<file path="config.mk">
export PLATFORM = sky130hd
export DESIGN_NAME = bitserial_seq
export DESIGN_NICKNAME = d
export VERILOG_FILES = /design/src/rtl/bitserial_pkg.sv /design/src/rtl/phase_ring.sv /design/src/rtl/bitserial_seq.sv
export SDC_FILE = /design/constraint.sdc
export NUM_CORES = 1
export LEC_CHECK = 0
export CELL_PAD_IN_SITES_DETAIL_PLACEMENT = 0
export CELL_PAD_IN_SITES_GLOBAL_PLACEMENT = 1
export CORE_MARGIN = 2
export CORE_UTILIZATION = 30
export DETAILED_ROUTE_END_ITERATION = 16
export PLACE_DENSITY = 0.8
export REMOVE_ABC_BUFFERS = 1
export SLEW_MARGIN = 20
export SYNTH_ARGS = -nofsm -noshare
export SYNTH_HDL_FRONTEND = slang
export SYNTH_SLANG_ARGS = --single-unit
</file>
<file path="constraint.sdc">
create_clock -name clk -period 1.3 [get_ports clk]
set_clock_uncertainty 0.15 [all_clocks]
set_input_delay 0.26 -clock clk [delete_from_list [all_inputs] [get_ports clk]]
set_output_delay 0.26 -clock clk [all_outputs]
set_load 0.01 [all_outputs]
</file>
<file path="src/rtl/bitserial_pkg.sv">
// Shared defaults and helpers for the bit-serial datapath sequencer.
package bitserial_pkg;

  localparam int BS_W         = 8;
  localparam int BS_DEPTH     = 3;
  localparam int BS_OUT_PHASE = 4;

  typedef logic [$clog2(BS_W)-1:0] bitidx_t;

  function automatic logic [BS_W-1:0] onehot(
    input bitidx_t idx
  );
    onehot      = '0;
    onehot[idx] = 1'b1;
  endfunction

endpackage

</file>
<file path="src/rtl/phase_ring.sv">
// Enable-gated one-hot bit-phase ring; parks on bit 0 after reset.
module phase_ring
  import bitserial_pkg::*;
#(
  parameter int W = BS_W
) (
  input  logic         clk,
  input  logic         rst,
  input  logic         en,
  output logic [W-1:0] ctl,
  output logic         at_last
);

  logic [W-1:0] r_ctl;

  always_ff @(posedge clk) begin
    if (rst) begin
      r_ctl <= W'(1);
    end else if (en) begin
      r_ctl <= {r_ctl[W-2:0], r_ctl[W-1]};
    end
  end

  assign ctl     = r_ctl;
  assign at_last = r_ctl[W-1];

endmodule

</file>
<file path="src/rtl/bitserial_seq.sv">
// Frame sequencer: bit-phase ring, datapath enable, frame tokens
// and result handshake for the bit-serial adder tree.
module bitserial_seq
  import bitserial_pkg::*;
#(
  parameter int W         = BS_W,
  parameter int DEPTH     = BS_DEPTH,
  parameter int OUT_PHASE = BS_OUT_PHASE
) (
  input  logic         clk,
  input  logic         rst,
  input  logic         in_valid,
  output logic         in_ready,
  output logic         out_valid,
  input  logic         out_ready,
  output logic         en,
  output logic [W-1:0] ctl,
  output logic         busy
);

  if (OUT_PHASE < 1 || OUT_PHASE > W-1 || DEPTH < 1)
  begin : g_bad_param
    $error("bitserial_seq: illegal OUT_PHASE/DEPTH");
  end

  logic [W-1:0]   w_ctl;
  logic           w_at_last;
  logic           w_stall;
  logic           w_accept;
  logic           w_set_ov;
  logic [DEPTH:0] r_tok;
  logic           r_ov;

  assign w_stall  = r_ov & ~out_ready;
  assign en       = ~w_stall &
                    (in_valid | (|r_tok) | ~w_ctl[0]);
  assign in_ready = w_ctl[0] & ~w_stall;
  assign w_accept = in_valid & in_ready;

  phase_ring #(.W(W)) u_ring (
    .clk     (clk),
    .rst     (rst),
    .en      (en),
    .ctl     (w_ctl),
    .at_last (w_at_last)
  );

  // Tokens mark frames holding real data; they shift at frame ends.
  always_ff @(posedge clk) begin
    if (rst) begin
      r_tok <= '0;
    end else if (en & w_ctl[0]) begin
      r_tok[0] <= w_accept;
    end else if (en & w_at_last) begin
      r_tok <= {r_tok[DEPTH-1:0], 1'b0};
    end
  end

  assign w_set_ov = en & w_ctl[OUT_PHASE-1] & r_tok[DEPTH];

  always_ff @(posedge clk) begin
    if (rst) begin
      r_ov <= 1'b0;
    end else if (w_set_ov) begin
      r_ov <= 1'b1;
    end else if (r_ov & out_ready) begin
      r_ov <= 1'b0;
    end
  end

  assign ctl       = w_ctl;
  assign out_valid = r_ov;
  assign busy      = (|r_tok) | r_ov;

endmodule

</file>
# Word level (Yosys, flattened, before mapping)
# Index checks and enable logic that the tools add are counted.
# Widths: inputs -> output; s select.
[totals]
output_inout_bits = 12
inputBits = 4
word_cells = 28
register_bits = 13
[op_classes]
bitwise_logic = 16
n_reduce_logical = 4
mux = 4
[op_table]
columns = ["cell", "count"]
rows = [
  ["$and 1x1->1", 9],
  ["$mux 1", 4],
  ["$not 1->1", 4],
  ["$reduce_bool 2->1", 2],
  ["$reduce_or 4->1", 1],
  ["$or 1x1->1", 3],
  ["$reduce_and 2->1", 1],
]

# Longest topological paths before layout
[logic_depth]
ltp_word = 7
ltp_mapped = 4
depth_no_buf = 3

# By module
# Synthesis repeated with hierarchy kept, for this count alone.
[hier_totals]
hier_cells = 53
hier_area_um2 = 546.8
[by_module_without_submodules]
columns = ["mod", "seq_area_each_um2", "instances", "area_each_um2", "cells_per_inst"]
rows = [
  ["phase_ring", 160.2, 1, 297.8, 27],
  ["bitserial_seq", 100.1, 1, 249.0, 26],
]

# Least setup slack after synthesis
# Ideal clock, no wire load.
[synth_path]
path_kind = "reg-to-reg"
start = "reg r_ov, in the netlist out_valid"
end = "reg u_ring.r_ctl[2], in the netlist u_ring.ctl[2]"
setup_time_ps = 72
setup_slack_ps = -41
path_buffers = 1
stages_incl_launch_ff = 5
t_arrival_ps = 1119
t_required_ps = 1078
path_cell_list = "dfxtp_1 nor2b_1 buf_2 a31oi_4 mux2i_1"
[synth_via]
elab_chain_cells = 3
[synth_rtl]
columns = ["item", "line", "rtl"]
rows = [
  ["from (decl)", "bitserial_seq.sv:32", "logic r_ov;"],
  ["from (signal assigned)", "bitserial_seq.sv:63", "r_ov <= 1'b0;"],
  ["from (signal assigned)", "bitserial_seq.sv:65", "r_ov <= 1'b1;"],
  ["from (signal assigned)", "bitserial_seq.sv:67", "r_ov <= 1'b0;"],
  ["$and 1x1->1", "bitserial_seq.sv:34", "assign w_stall = r_ov & ~out_ready;"],
  ["$not 1->1", "bitserial_seq.sv:35", "assign en = ~w_stall &"],
  ["$and 1x1->1", "bitserial_seq.sv:35", ""],
  ["net en", "bitserial_seq.sv:16", "output logic en,"],
  ["to (signal assigned)", "phase_ring.sv:20", "r_ctl <= {r_ctl[W-2:0], r_ctl[W-1]};"],
  ["to (decl)", "phase_ring.sv:14", "logic [W-1:0] r_ctl;"],
]
# The timed path passes the listed nets, and every way through them passes these cells.
# A chain may end at the register's enable or synchronous reset.

# Final worst setup path
[layout_path]
start = "reg r_tok[2]"
end = "out en"
[layout_via]
elab_chain_cells = 4
[layout_rtl]
columns = ["item", "line", "rtl"]
rows = [
  ["from (decl)", "bitserial_seq.sv:31", "logic [DEPTH:0] r_tok;"],
  ["from (signal assigned)", "bitserial_seq.sv:55", "r_tok <= {r_tok[DEPTH-1:0], 1'b0};"],
  ["$reduce_or 4->1", "bitserial_seq.sv:36", "(in_valid | (|r_tok) | ~w_ctl[0]);"],
  ["$or 1x1->1 (2 in a row)", "bitserial_seq.sv:36", ""],
  ["$and 1x1->1", "bitserial_seq.sv:35", ""],
  ["to (decl)", "bitserial_seq.sv:16", ""],
]
# Every way passes these cells.

==> flow_summary.yaml <==
finish:
  nets: 95
  drive_gt1_frac: 0.433
  post-route-util: 0.505
  stdcell_count: 115
  area_growth_pct: 54.5
  antenna_cells: 0
detailed_routing:
  wl_per_cell_um: 11.5
  first_iter_violations: 9
  drt_pass1_iterations: 4
  postRouteAntennaNets: 0
  avgViaCountPerCell: 4.63
  dr_total_vias: 532
  drc_errors: 0
  drt_wl_total_um: 1320
die:
  fp.coreArea_um2: 1780
  die_area_um2: 2310
  die_y_um: 48.1
  die_w_um: 48.1
  std_cell_rows: 15
  start_util: 0.327
  io_pins: 16
clocking:
  holdBufCountCts: 0
  clock_latency_ns: 0.28
  clkTransAtPathRegs_ns: 0.08
  cts.sink_count: 13
  cts_tree: "yes"
  cts_root_buf: "clkbuf_4"
  cts_buffer_depth: 2
  cts_made_buffers: 3
  htreeDepth: 1
synthesis:
  avgSynthCellArea_um2: 10.1
  ys_warn_count: 0
  ys_seq_elements: 13
  syn-cell-area_um2: 583
  synthCells: 58
  yosysSeqAreaShare: 0.446
  synth_cell_type_count: 21
grt:
  antenna_found_initial: 0
  grtUsageTotal: 0.142
  grt_pass1_wl_um: 2190
  grt_max_degree: 12
  grt_overflow: 0
  grt_pass1_vias: 528
sta:
  hold_viol: 0
  rsz0062_at_grt: "yes"
  fmax_mhz: 596
  post-route-min-period_ns: 1.68
  finalCritPeriodShare: 1.29
  setup_viol: 10
  finalMaxSlewViolations: 0
  slew-limit-headroom: 0.838
  worstMarginPinSlew_ns: 0.241
  finalWorstSetupSlack_ns: -0.379
setup_path:
  arrival_ns: 1.27
  start_kind: "flip-flop"
  worstPathCellList: "nor4_4 > buf_4 > a31oi_4 > buf_6"
  crit_type: "reg2out"
  cpPeakStageDelay_ns: 0.34
  critPathSlowestCell: "dfxtp_2"
  critical_path.top_delay_family: "flip-flops"
  cp.required_ns: 0.89
  end_kind: "output port"
  cp_max_fo: 2
  critPathBufInv: 2
placement:
  dp.final_hpwl_um: 946
  placed_cells: 108
  gp_congestion: 0.700
  place.port_buffers: 15
run:
  max_cap_violations: 0
power_and_ir_drop:
  powerDensity_nw_per_um2: 901
  leakage_nw: 0.402
  ir_drop_uv: 487
run_status:
  status: "finished, violations left"
  violations: "negative setup slack"
hold_path:
  hold_class: "reg2reg"
-- final cells by class --
cell class	count	area, µm²
Clock buffer	4	26.3
Multi-Input combinational cell	38	314
Inverter	3	11.3
Sequential cell	13	270
Tap cell	25	31.3
Timing Repair Buffer	32	248
Fill cell	174	882
-- worst min-delay path: stages (launching register included) --
cell,delay [ns]
dfxtp_1,0.32
nand2b_1,0.08
mux2i_1,0.06
-- metrics by stage --
stage,setup slack [ns],area [µm²],power (mW),hold WS (ns),setup TNS (ns)
2_1_floorplan,-0.0756,563,0.486,0.179,-0.496
3_3_place_gp,-0.647,850,0.560,0.341,-4.96
3_5_place_dp,-0.644,850,0.562,0.343,-5.18
4_1_cts,-0.399,916,0.814,0.358,-2.02
5_1_grt,-0.439,901,0.849,0.378,-2.17
6_report,-0.379,901,0.812,0.353,-1.50
-- logic make-up (layout without fill, tap and decap cells) --
group | count (synthesis) | after routing | synth area share
AOI/OAI and AO/OA | 13 | 13 | 0.170
buffers and inverters | 7 | 39 | 0.0536
DFF | 13 | 13 | 0.446
muxes | 6 | 6 | 0.103
and+or+nand+nor | 19 | 19 | 0.227
-- path summary, 6_finish.rpt --
check / start / end / slack (ns) / depth (start not counted)
min: u_ring.ctl[6] / u_ring.ctl[6] / 0.35 / 2
max reg2reg: r_tok[2] / u_ring.ctl[4] / -0.12 / 5
min reg2reg: u_ring.ctl[6] / u_ring.ctl[6] / 0.35 / 2
max: r_tok[2] / en / -0.38 / 4
-- synthesized netlist by cell type --
cell type	n	area share
nor4_4	1	0.036
mux2i_1	6	0.10
a21oi_1	5	0.043
o31ai_1	3	0.039
nor2_1	2	0.013
o21ai_1	1	0.0086
and2_1	1	0.011
buf_4	1	0.013
nand3_1	1	0.0086
a211oi_1	1	0.013
dfxtp_1	13	0.45
a21o_1	1	0.013
nand2b_1	9	0.097
a221o_1	1	0.017
clkbuf_1	2	0.013
nand2_1	1	0.0064
a31oi_4	1	0.036
inv_1	3	0.019
nor2b_1	1	0.011
nand4b_1	3	0.045
buf_2	1	0.0086
-- metal layers --
| layer | GRT usage | share of wire |
|---|---|---|
| met3 | 0.0340 | 0.048 |
| met1 | 0.168 | 0.47 |
| met2 | 0.224 | 0.45 |
| met4 | 0.0973 | 0.029 |
| met5 | 0 | 0 |
-- registers in the layout (all words and copies together), names as in the netlist --
name	cells
u_ring.ctl	8
r_tok	4
out_valid	1
-- report_power, final --
group	internal [mW]	total [mW]	leakage, nW	switching, mW
Sequential	0.407	0.416	0.108	0.00913
Clock	0.119	0.258	0.0150	0.139
Combinational	0.0807	0.137	0.279	0.0567
-- cells in the final DEF (no fill, tap or decap), types with 2 or more instances in the layout --
master and n:
buf_4 16, dfxtp_1 9, nand2b_1 8, mux2i_1 6
a21oi_1 5, clkbuf_2 4, inv_1 3, nand4b_1 3
o31ai_1 3, clkbuf_4 3, buf_6 3, buf_2 3
clkdlybuf4s15_1 3, nor2_1 2, clkdlybuf4s50_1 2, dfxtp_4 2
dfxtp_2 2
-- timing repair --
item | CTS | global route
cloned | 0 | 0
resized for setup | 39 | 15
setup buffers | 3 | 2
pin swaps | 3 | 2
endpoints found under the setup margin | 20 | 20
Power figures use the tool's default switching activity.
